$ cat src/rtl/rf_wb_pkg.sv
// Shared types and defaults for the register-file write-back arbiter.
// Optional feature macro: RF_WB_SCOREBOARD_EN (per-register pending-write mask).
package rf_wb_pkg;

    localparam int DEF_DATA_WIDTH    = 32;
    localparam int DEF_ADDRESS_WIDTH = 5;
    localparam int DEF_NUM_REGS      = 32;

    // Fill-order stamp width; entries never get more than a couple of fills
    // apart, so a small wrapping counter is enough to tell which is older.
    localparam int STAMP_W = 3;

    typedef struct packed {
        logic [DEF_ADDRESS_WIDTH-1:0] dest;
        logic [DEF_DATA_WIDTH-1:0]    data;
    } wb_req_t;

    typedef enum logic {
        WB_ALU  = 1'b0,
        WB_LOAD = 1'b1
    } wb_src_e;

    // True when slot 1 was filled strictly before slot 0 (wrap-safe compare).
    // Equal stamps mean same fill edge, which resolves in favour of slot 0.
    function automatic logic slot1_older(input logic [STAMP_W-1:0] s0,
                                         input logic [STAMP_W-1:0] s1);
        logic [STAMP_W-1:0] diff;
        diff = s0 - s1;
        return (diff != '0) && !diff[STAMP_W-1];
    endfunction

endpackage

$ cat src/rtl/rf_wb_slot.sv
// One-entry write-back holding slot: valid/ready input, full flag, fill-age
// stamp, and silent drop of writes to x0.
module rf_wb_slot
    import rf_wb_pkg::*;
#(
    parameter int DATA_WIDTH    = DEF_DATA_WIDTH,
    parameter int ADDRESS_WIDTH = DEF_ADDRESS_WIDTH
) (
    input  logic                     clk_i,
    input  logic                     rst_ni,
    input  logic                     valid_i,
    input  logic [ADDRESS_WIDTH-1:0] dest_i,
    input  logic [DATA_WIDTH-1:0]    data_i,
    input  logic [STAMP_W-1:0]       stamp_i,
    input  logic                     drain_i,
    output logic                     ready_o,
    output logic                     fill_o,
    output logic                     full_o,
    output logic [ADDRESS_WIDTH-1:0] dest_o,
    output logic [DATA_WIDTH-1:0]    data_o,
    output logic [STAMP_W-1:0]       stamp_o
);

    // Handshake: a transfer happens on a clock edge where valid_i && ready_o.
    // ready_o depends only on registered state (full flag and the arbiter's
    // grant), never on valid_i. A draining slot can take a new entry the same edge.
    logic                     full_q;
    logic [ADDRESS_WIDTH-1:0] dest_q;
    logic [DATA_WIDTH-1:0]    data_q;
    logic [STAMP_W-1:0]       stamp_q;

    assign ready_o = !full_q || drain_i;
    assign fill_o  = valid_i && ready_o && (dest_i != '0);
    assign full_o  = full_q;
    assign dest_o  = dest_q;
    assign data_o  = data_q;
    assign stamp_o = stamp_q;

    // Capture on a non-x0 transfer; otherwise empty when drained. An x0
    // transfer is consumed but leaves nothing behind.
    always_ff @(posedge clk_i) begin
        if (!rst_ni) begin
            full_q  <= 1'b0;
            dest_q  <= '0;
            data_q  <= '0;
            stamp_q <= '0;
        end else if (fill_o) begin
            full_q  <= 1'b1;
            dest_q  <= dest_i;
            data_q  <= data_i;
            stamp_q <= stamp_i;
        end else if (drain_i) begin
            full_q  <= 1'b0;
        end
    end

endmodule

$ cat src/rtl/rf_wb_arbiter.sv
// Write-back arbiter: two requesters (0 = ALU, 1 = load) share the register
// file's single registered write port. Round-robin between different
// destinations, fill-age order between writes to the same destination.
// Optional feature macro: RF_WB_SCOREBOARD_EN adds the pending_mask output.
module rf_wb_arbiter
    import rf_wb_pkg::*;
#(
    parameter int DATA_WIDTH    = DEF_DATA_WIDTH,
    parameter int ADDRESS_WIDTH = DEF_ADDRESS_WIDTH,
    parameter int NUM_REGS      = DEF_NUM_REGS
) (
    input  logic                       clk,
    input  logic                       rst,
    input  logic [1:0]                 req_valid,
    output logic [1:0]                 req_ready,
    input  logic [2*ADDRESS_WIDTH-1:0] req_dest,
    input  logic [2*DATA_WIDTH-1:0]    req_data,
    output logic                       RegWrite,
    output logic [ADDRESS_WIDTH-1:0]   rg_wrt_dest,
    output logic [DATA_WIDTH-1:0]      rg_wrt_data,
    output logic                       grant_id,
    output logic                       wb_idle
`ifdef RF_WB_SCOREBOARD_EN
    ,
    output logic [NUM_REGS-1:0]        pending_mask
`endif
);

    logic [1:0]               full;
    logic [1:0]               fill;
    logic [1:0]               granted;
    logic [ADDRESS_WIDTH-1:0] slot_dest  [2];
    logic [DATA_WIDTH-1:0]    slot_data  [2];
    logic [STAMP_W-1:0]       slot_stamp [2];

    logic                     grant_vld;
    logic                     contested;
    wb_src_e                  grant_src;
    logic                     grant_idx;

    wb_src_e                  prio_q;
    logic [STAMP_W-1:0]       seq_q;
    logic                     regwrite_q;
    logic [ADDRESS_WIDTH-1:0] dest_q;
    logic [DATA_WIDTH-1:0]    data_q;
    logic                     gid_q;

    for (genvar gi = 0; gi < 2; gi++) begin : g_slot
        rf_wb_slot #(
            .DATA_WIDTH    (DATA_WIDTH),
            .ADDRESS_WIDTH (ADDRESS_WIDTH)
        ) u_slot (
            .clk_i   (clk),
            .rst_ni  (rst),
            .valid_i (req_valid[gi]),
            .dest_i  (req_dest[gi*ADDRESS_WIDTH +: ADDRESS_WIDTH]),
            .data_i  (req_data[gi*DATA_WIDTH +: DATA_WIDTH]),
            .stamp_i (seq_q),
            .drain_i (granted[gi]),
            .ready_o (req_ready[gi]),
            .fill_o  (fill[gi]),
            .full_o  (full[gi]),
            .dest_o  (slot_dest[gi]),
            .data_o  (slot_data[gi]),
            .stamp_o (slot_stamp[gi])
        );
    end

    // Pick the slot to drain this cycle from registered state only.
    always_comb begin
        grant_vld = full[0] || full[1];
        contested = full[0] && full[1];
        grant_src = WB_ALU;
        if (contested) begin
            if (slot_dest[0] == slot_dest[1])
                grant_src = slot1_older(slot_stamp[0], slot_stamp[1]) ? WB_LOAD : WB_ALU;
            else
                grant_src = prio_q;
        end else if (full[1]) begin
            grant_src = WB_LOAD;
        end
    end

    assign grant_idx  = grant_src;
    assign granted[0] = grant_vld && (grant_src == WB_ALU);
    assign granted[1] = grant_vld && (grant_src == WB_LOAD);

    // Round-robin priority moves away from the winner of a contested grant;
    // the fill stamp counter advances on every edge that stores an entry.
    always_ff @(posedge clk) begin
        if (!rst) begin
            prio_q <= WB_ALU;
            seq_q  <= '0;
        end else begin
            if (|fill)
                seq_q <= seq_q + 1'b1;
            if (contested)
                prio_q <= (grant_src == WB_ALU) ? WB_LOAD : WB_ALU;
        end
    end

    // Registered write port: strobe for one cycle per grant, hold address/data otherwise.
    always_ff @(posedge clk) begin
        if (!rst) begin
            regwrite_q <= 1'b0;
            dest_q     <= '0;
            data_q     <= '0;
            gid_q      <= 1'b0;
        end else if (grant_vld) begin
            regwrite_q <= 1'b1;
            dest_q     <= slot_dest[grant_idx];
            data_q     <= slot_data[grant_idx];
            gid_q      <= grant_idx;
        end else begin
            regwrite_q <= 1'b0;
        end
    end

    assign RegWrite    = regwrite_q;
    assign rg_wrt_dest = dest_q;
    assign rg_wrt_data = data_q;
    assign grant_id    = gid_q;
    assign wb_idle     = !full[0] && !full[1] && !regwrite_q;

`ifdef RF_WB_SCOREBOARD_EN
    logic [NUM_REGS-1:0] pend_q;
    logic [NUM_REGS-1:0] pend_d;

    // A register stays pending while any slot or the port still carries a
    // write to it; a new acceptance wins over a same-edge retirement.
    always_comb begin
        pend_d = pend_q;
        if (regwrite_q
            && !(full[0] && (slot_dest[0] == dest_q))
            && !(full[1] && (slot_dest[1] == dest_q)))
            pend_d[dest_q] = 1'b0;
        for (int i = 0; i < 2; i++) begin
            if (fill[i])
                pend_d[req_dest[i*ADDRESS_WIDTH +: ADDRESS_WIDTH]] = 1'b1;
        end
        pend_d[0] = 1'b0;
    end

    // Pending-write mask register used by issue for RAW stalls.
    always_ff @(posedge clk) begin
        if (!rst)
            pend_q <= '0;
        else
            pend_q <= pend_d;
    end

    assign pending_mask = pend_q;
`endif

endmodule
$ cat config.mk
export PLATFORM = sky130hd
export DESIGN_NAME = rf_wb_arbiter
export DESIGN_NICKNAME = d
export VERILOG_FILES = /design/src/rtl/rf_wb_pkg.sv /design/src/rtl/rf_wb_slot.sv /design/src/rtl/rf_wb_arbiter.sv
export SDC_FILE = /design/constraint.sdc
export NUM_CORES = 1
export LEC_CHECK = 0
export CAP_MARGIN = 20
export CORE_MARGIN = 1.5
export CORE_UTILIZATION = 35
export DETAILED_ROUTE_END_ITERATION = 8
export MAX_ROUTING_LAYER = met4
export SLEW_MARGIN = 40
export SYNTH_ARGS = -nofsm -noshare
export SYNTH_HDL_FRONTEND = slang
export SYNTH_SLANG_ARGS = --single-unit
export TNS_END_PERCENT = 5
$ cat constraint.sdc
create_clock -name clk -period 3.8 [get_ports clk]
set_clock_uncertainty 0.15 [all_clocks]
set_input_delay 0.38 -clock clk [delete_from_list [all_inputs] [get_ports clk]]
set_output_delay 0.38 -clock clk [all_outputs]
set_load 0.005 [all_outputs]
==> results of run 1 <==
## routing by layer
metal / track usage / wire length (um) / vias to the layer above
met5: - / 0 / -
met4: 0.0669 / 166 / 0
met3: 0.0441 / 865 / 22
met2: 0.328 / 6920 / 166
met1: 0.260 / 6570 / 2256
li1: - / - / 2315
## cell families (layout without fill, tap and decap cells)
family | Yosys count | count (layout) | share of synthesized area
buffers and inverters | 61 | 171 | 0.0538
muxes | 3 | 3 | 0.00603
adders and majority gates | 3 | 3 | 0.00754
AOI/OAI and AO/OA | 215 | 215 | 0.251
xor gates and xnor gates | 6 | 6 | 0.0106
and+or+nand+nor | 186 | 186 | 0.169
DFF | 125 | 125 | 0.503
## final timing paths
kind	start	endpoint	slack [ns]	cells after the start
worst min-delay path	rg_wrt_data[26]$_SDFFE_PN0N_	rg_wrt_data[26]$_SDFFE_PN0N_	0.28	2
worst max register to register	g_slot[1].u_slot.stamp_o[1]$_SDFFE_PN0P_	g_slot[0].u_slot.data_o[30]$_SDFFE_PN0P_	0.99	9
worst max-delay path	g_slot[1].u_slot.stamp_o[1]$_SDFFE_PN0P_	req_ready[0]	0.58	8
worst min register to register	rg_wrt_data[26]$_SDFFE_PN0N_	rg_wrt_data[26]$_SDFFE_PN0N_	0.28	2
## cells in the mapped netlist, types with 4 or more instances
| cell type | instances |
|---|---|
| nand2_1 | 94 |
| nor2_1 | 5 |
| nor3_1 | 5 |
| buf_2 | 7 |
| a21oi_1 | 84 |
| xor2_1 | 6 |
| and2_1 | 4 |
| dfxtp_1 | 125 |
| a22oi_1 | 38 |
| o21ai_1 | 26 |
| clkbuf_1 | 41 |
| nand3_1 | 72 |
| o21ai_0 | 56 |
| inv_1 | 7 |
## critical path, cell delays in order (launching register included)
cell             delay (ns)
dfxtp_1                0.33
inv_1                  0.05
ha_1                   0.28
nor2b_1                0.14
o21ai_0                0.25
nand4_2                0.28
a21boi_1               0.36
inv_1                  0.12
clkdlybuf4s50_1        0.48
## layout make-up
class | instances | share of cell area
Clock inverter | 7 | 0.00949
Timing Repair Buffer | 133 | 0.191
Multi-Input combinational cell | 413 | 0.328
Inverter | 8 | 0.00438
Tap cell | 180 | 0.0328
Clock buffer | 23 | 0.0697
Sequential cell | 125 | 0.365
## sequential cells by signal (all words and copies together), names as in the netlist
signal	count
g_slot.u_slot.data_o	64
rg_wrt_data	32
g_slot.u_slot.dest_o	10
g_slot.u_slot.stamp_o	6
rg_wrt_dest	5
seq_q	3
g_slot.u_slot.full_o	2
RegWrite	1
grant_id	1
prio_q	1
## power groups by stage
stage / clock network, mW / registers [mW] / logic (mW)
2_1_floorplan: 0 / 1.44 / 0.182
3_3_place_gp: 0 / 1.45 / 0.354
3_5_place_dp: 0 / 1.46 / 0.361
4_1_cts: 1.50 / 1.43 / 0.363
5_1_grt: 1.56 / 1.44 / 0.396
6_report: 1.48 / 1.43 / 0.362
==> out/summary.txt, run 1 <==
outcome: finished, final reports clean
Comb power frac: 0.111
max-slew violations: 0
FF+latch count, synth: 125
Yosys cell types: 35
PortBufs: 119
detailed placement HPWL: 9620 um
layout cells sized above 1: 0.0762
final setup fails: 0
Net count, final: 779
cts bufs inserted: 17
drt total wl: 14500 um
Final GP Congestion: 0.807
Final Non-Filler Cells: 889
internal power: 2.50 mW
worst setup slack after layout: 0.579 ns
die area: 14900 um^2
area delta synth->final: 37.7%
Detailed Routing Iterations Pass 1: 5
Crit Path Max Fanout: 5
max_slew headroom: 0.448
share of the synthesized area in the top cell type: 0.503
largest net degree at the start of global routing: 65
fraction of registers with async set/reset: 0
wire per inst: 16.3 um
CP Data Required Time: 3.27 ns
total net switching power: 0.764 mW
CTS tree: done
Syn Inst Count: 599
first-pass GRT wire length: 23000 um
area of the mapped netlist: 4980 um^2
Peak supply drop: 0.318 mV
PwrDens: 476 nW/um^2
DP Worst Slack: 0.999 ns
antenna cells: 0
worst slew pin tran: 0.829 ns
Area contributors post-synth: dfxtp_1, a21oi_1, nand3_1
num ports: 120
Final period util: 0.848
placed cells: 859
DRT antenna net count: 0
power share of the clock group: 0.452
Fin Setup TNS: 0 ns
die width: 122 um
Clock Latency Late Sink: 0.41 ns
post-layout util: 0.494
Net Sw Frac: 0.234
Root Buffer: clkbuf_16
Overall Power: 3.27 mW
most frequent cells in the layout: dfxtp_1, clkdlybuf4s50_1, nand2_1
vias in the first global route: 4634
Via density: 5.35
CTS sink cnt: 125
Post-synth EDFFs: 0
Hold Slack: 0.282 ns
YS warnings: 0
Post-Syn Area per Cell: 8.31 um^2
DR iter-0 viols: 326
clk buf depth: 2
commonest non-fill, non-tap cell in the layout: dfxtp_1
sequential share of power: 0.438
Leak: 2.63 nW
# DRC: 0
hold buffer count at CTS: 0
Hold Vio Cnt, Final: 0
type of destination of the critical path: output port
H-Tree Depth: 4
WP data arrival: 2.69 ns
row cnt: 43
Mapped Nets: 680
initial antenna violation count: 0
area of the multi-input gates: 2250 um^2
minimum clock period: 3.22 ns
fmax: 310 MHz
unrepaired setup endpoints after global routing: false
initial core utilization: 0.359
register area: 2500 um^2
DR vias: 4759
Synth area leader: dfxtp_1
GR Util All Layers: 0.206
Core Area: 13900 um^2
placed inst area: 6300 um^2
Design Area, Final: 6860 um^2
total grt overflow: 0
CP Class: reg -> out
Die Ht: 122 um
# resized after CTS: 0
critical path launch point type: register
Filler Cell Count: 1307
CTS clk-pin slew, worst paths: 0.05 ns
Synth Flop Type: dfxtp_1
Hold Crit Class: reg -> reg
register area share after synthesis: 0.503
Post-CTS Setup Bufs: 0
max cap viols: 0
Power figures use the tool's default switching activity.
==> inputs of run 2 (changes only) <==
- clock period: 3.8 -> 3.1 ns (I/O delays scaled with it)
==> out/summary.txt, run 2 (same netlist as run 1, synthesis figures left out) <==
outcome: finished, final reports clean
max_slew headroom: 0.531
DRT antenna net count: 0
M2 GR Usage: 0.342
minimum clock period: 2.89 ns
hold buffer count at CTS: 0
CTS sink cnt: 125
worst-case reg-to-reg path depth: 9
Leak: 2.68 nW
crit-path max cell delay: 0.47 ns
total grt overflow: 0
drt total wl: 15100 um
Peak supply drop: 0.390 mV
initial antenna violation count: 0
number of flip-flops in the largest register: 64
Core Area: 13900 um^2
worst slew pin tran: 0.703 ns
met3 Usage GRT: 0.0474
PwrDens: 602 nW/um^2
Final Non-Filler Cells: 898
# DRC: 0
Via density: 5.36
largest net degree at the start of global routing: 65
Final GP Congestion: 0.810
area delta synth->final: 39.7%
DP Worst Slack: 0.429 ns
Overall Power: 4.19 mW
PortBufs: 119
WP data arrival: 2.43 ns
DR vias: 4816
Hold Vio Cnt, Final: 0
most frequent cells in the layout: dfxtp_1, clkdlybuf4s50_1, nand2_1
slowest CP cell: clkdlybuf4s50_1
M1 GR Usage: 0.256
antenna cells: 0
Fin Setup TNS: 0 ns
layout cells sized above 1: 0.0877
unrepaired setup endpoints after global routing: false
Detailed Routing Iterations Pass 1: 6
CP Data Required Time: 2.64 ns
worst setup slack after layout: 0.212 ns
Buf+Inv Stages, Crit Path: 3
commonest non-fill, non-tap cell in the layout: dfxtp_1
Clock Latency Late Sink: 0.41 ns
die width: 122 um
placed cells: 864
cts bufs inserted: 17
Hold Crit Class: reg -> reg
H-Tree Depth: 4
max-slew violations: 0
WHS Path Cells: 2
CP Class: reg -> out
Final period util: 0.932
Hold Path Sink: rg_wrt_data[26]$_SDFFE_PN0N_
initial core utilization: 0.359
Crit path depth: 8
Crit Path Max Fanout: 5
hold path start: rg_wrt_data[26]$_SDFFE_PN0N_
Net count, final: 786
R2R Setup Slk: 0.48 ns
GR Util All Layers: 0.210
DR iter-0 viols: 400
type of destination of the critical path: output port
Root Buffer: clkbuf_16
final setup fails: 0
Reg-to-Reg Start: g_slot[1].u_slot.stamp_o[1]$_SDFFE_PN0P_
max cap viols: 0
die area: 14900 um^2
CTS tree: done
r2r endpoint: g_slot[0].u_slot.data_o[14]$_SDFFE_PN0P_
detailed placement HPWL: 9880 um
vias in the first global route: 4684
clk buf depth: 2
fmax: 346 MHz
Most common cell on crit path: inv_1
global route hottest layer: met2
critical path launch point type: register
first-pass GRT wire length: 23400 um
CTS clk-pin slew, worst paths: 0.05 ns
num ports: 120
Die Ht: 122 um
CP delay by family, top: buffers and inverters
wire per inst: 16.8 um
CP Cell Sequence: inv_1 > ha_1 > nor2b_1 > o21ai_1 > nand4_2 > a21boi_4 > inv_1 > clkdlybuf4s50_1
row cnt: 43
==> run 2: changes by cell type in the layout (fill, tap and decap cells not counted), moves of 2 or more <==
cell	before	now
buf_4	13	21
bufinv_16	1	3
clkbuf_8	3	1
clkinv_4	0	2
==> run 2: cell type report <==
class / instances / area (um^2)
inverter: 8 / 30.0
tap: 180 / 225
clock inverter: 11 / 143
multi-input combinational: 413 / 2260
fill: 1308 / 6930
clock buffer: 21 / 450
sequential: 125 / 2500
timing repair buffer: 140 / 1350
==> run 2: report_power, final <==
group / switching [mW] / internal [mW]
Combinational: 0.227 / 0.224
Sequential: 0.0549 / 1.70
Clock: 0.703 / 1.28
==> run 2: worst min-delay path, stage by stage, from the launching register on <==
cell and delay [ns]:
dfxtp_1 0.30, nand2_1 0.05, nand2_1 0.04
==> run 2: how the worst max path moves through the flow <==
stage	start	slack, ns	end
floorplan	g_slot[1].u_slot.stamp_o[1]$_SDFFE_PN0P_	0.75	rg_wrt_data[10]$_SDFFE_PN0N_
global placement	g_slot[1].u_slot.stamp_o[1]$_SDFFE_PN0P_	0.49	req_ready[0]
detailed placement	g_slot[1].u_slot.stamp_o[1]$_SDFFE_PN0P_	0.43	seq_q[2]$_SDFFE_PN0P_
CTS	g_slot[1].u_slot.stamp_o[1]$_SDFFE_PN0P_	0.02	req_ready[0]
global route	g_slot[1].u_slot.stamp_o[1]$_SDFFE_PN0P_	0.01	req_ready[0]
finish	g_slot[1].u_slot.stamp_o[1]$_SDFFE_PN0P_	0.21	req_ready[0]
==> run 2: through the flow <==
step / area [um^2] / util / hold WS (ns)
floorplan: 4980 / - / 0.285
global placement: 6330 / 0.456 / 0.276
detailed placement: 6330 / 0.456 / 0.278
CTS: 6920 / 0.499 / 0.288
global route: 6960 / 0.501 / 0.300
finish: 6960 / 0.501 / 0.284
==> run 2: per-layer routing <==
layer  vias up  share of wire
met5         -              0
met4         0          0.014
met3        20          0.076
met2       215           0.48
met1      2258           0.43
li1       2323              -
==> run 2: what timing repair did <==
action                     in CTS  in global routing
buffers inserted                0                  2
setup endpoints to repair       0                  2
resized for setup               0                  3
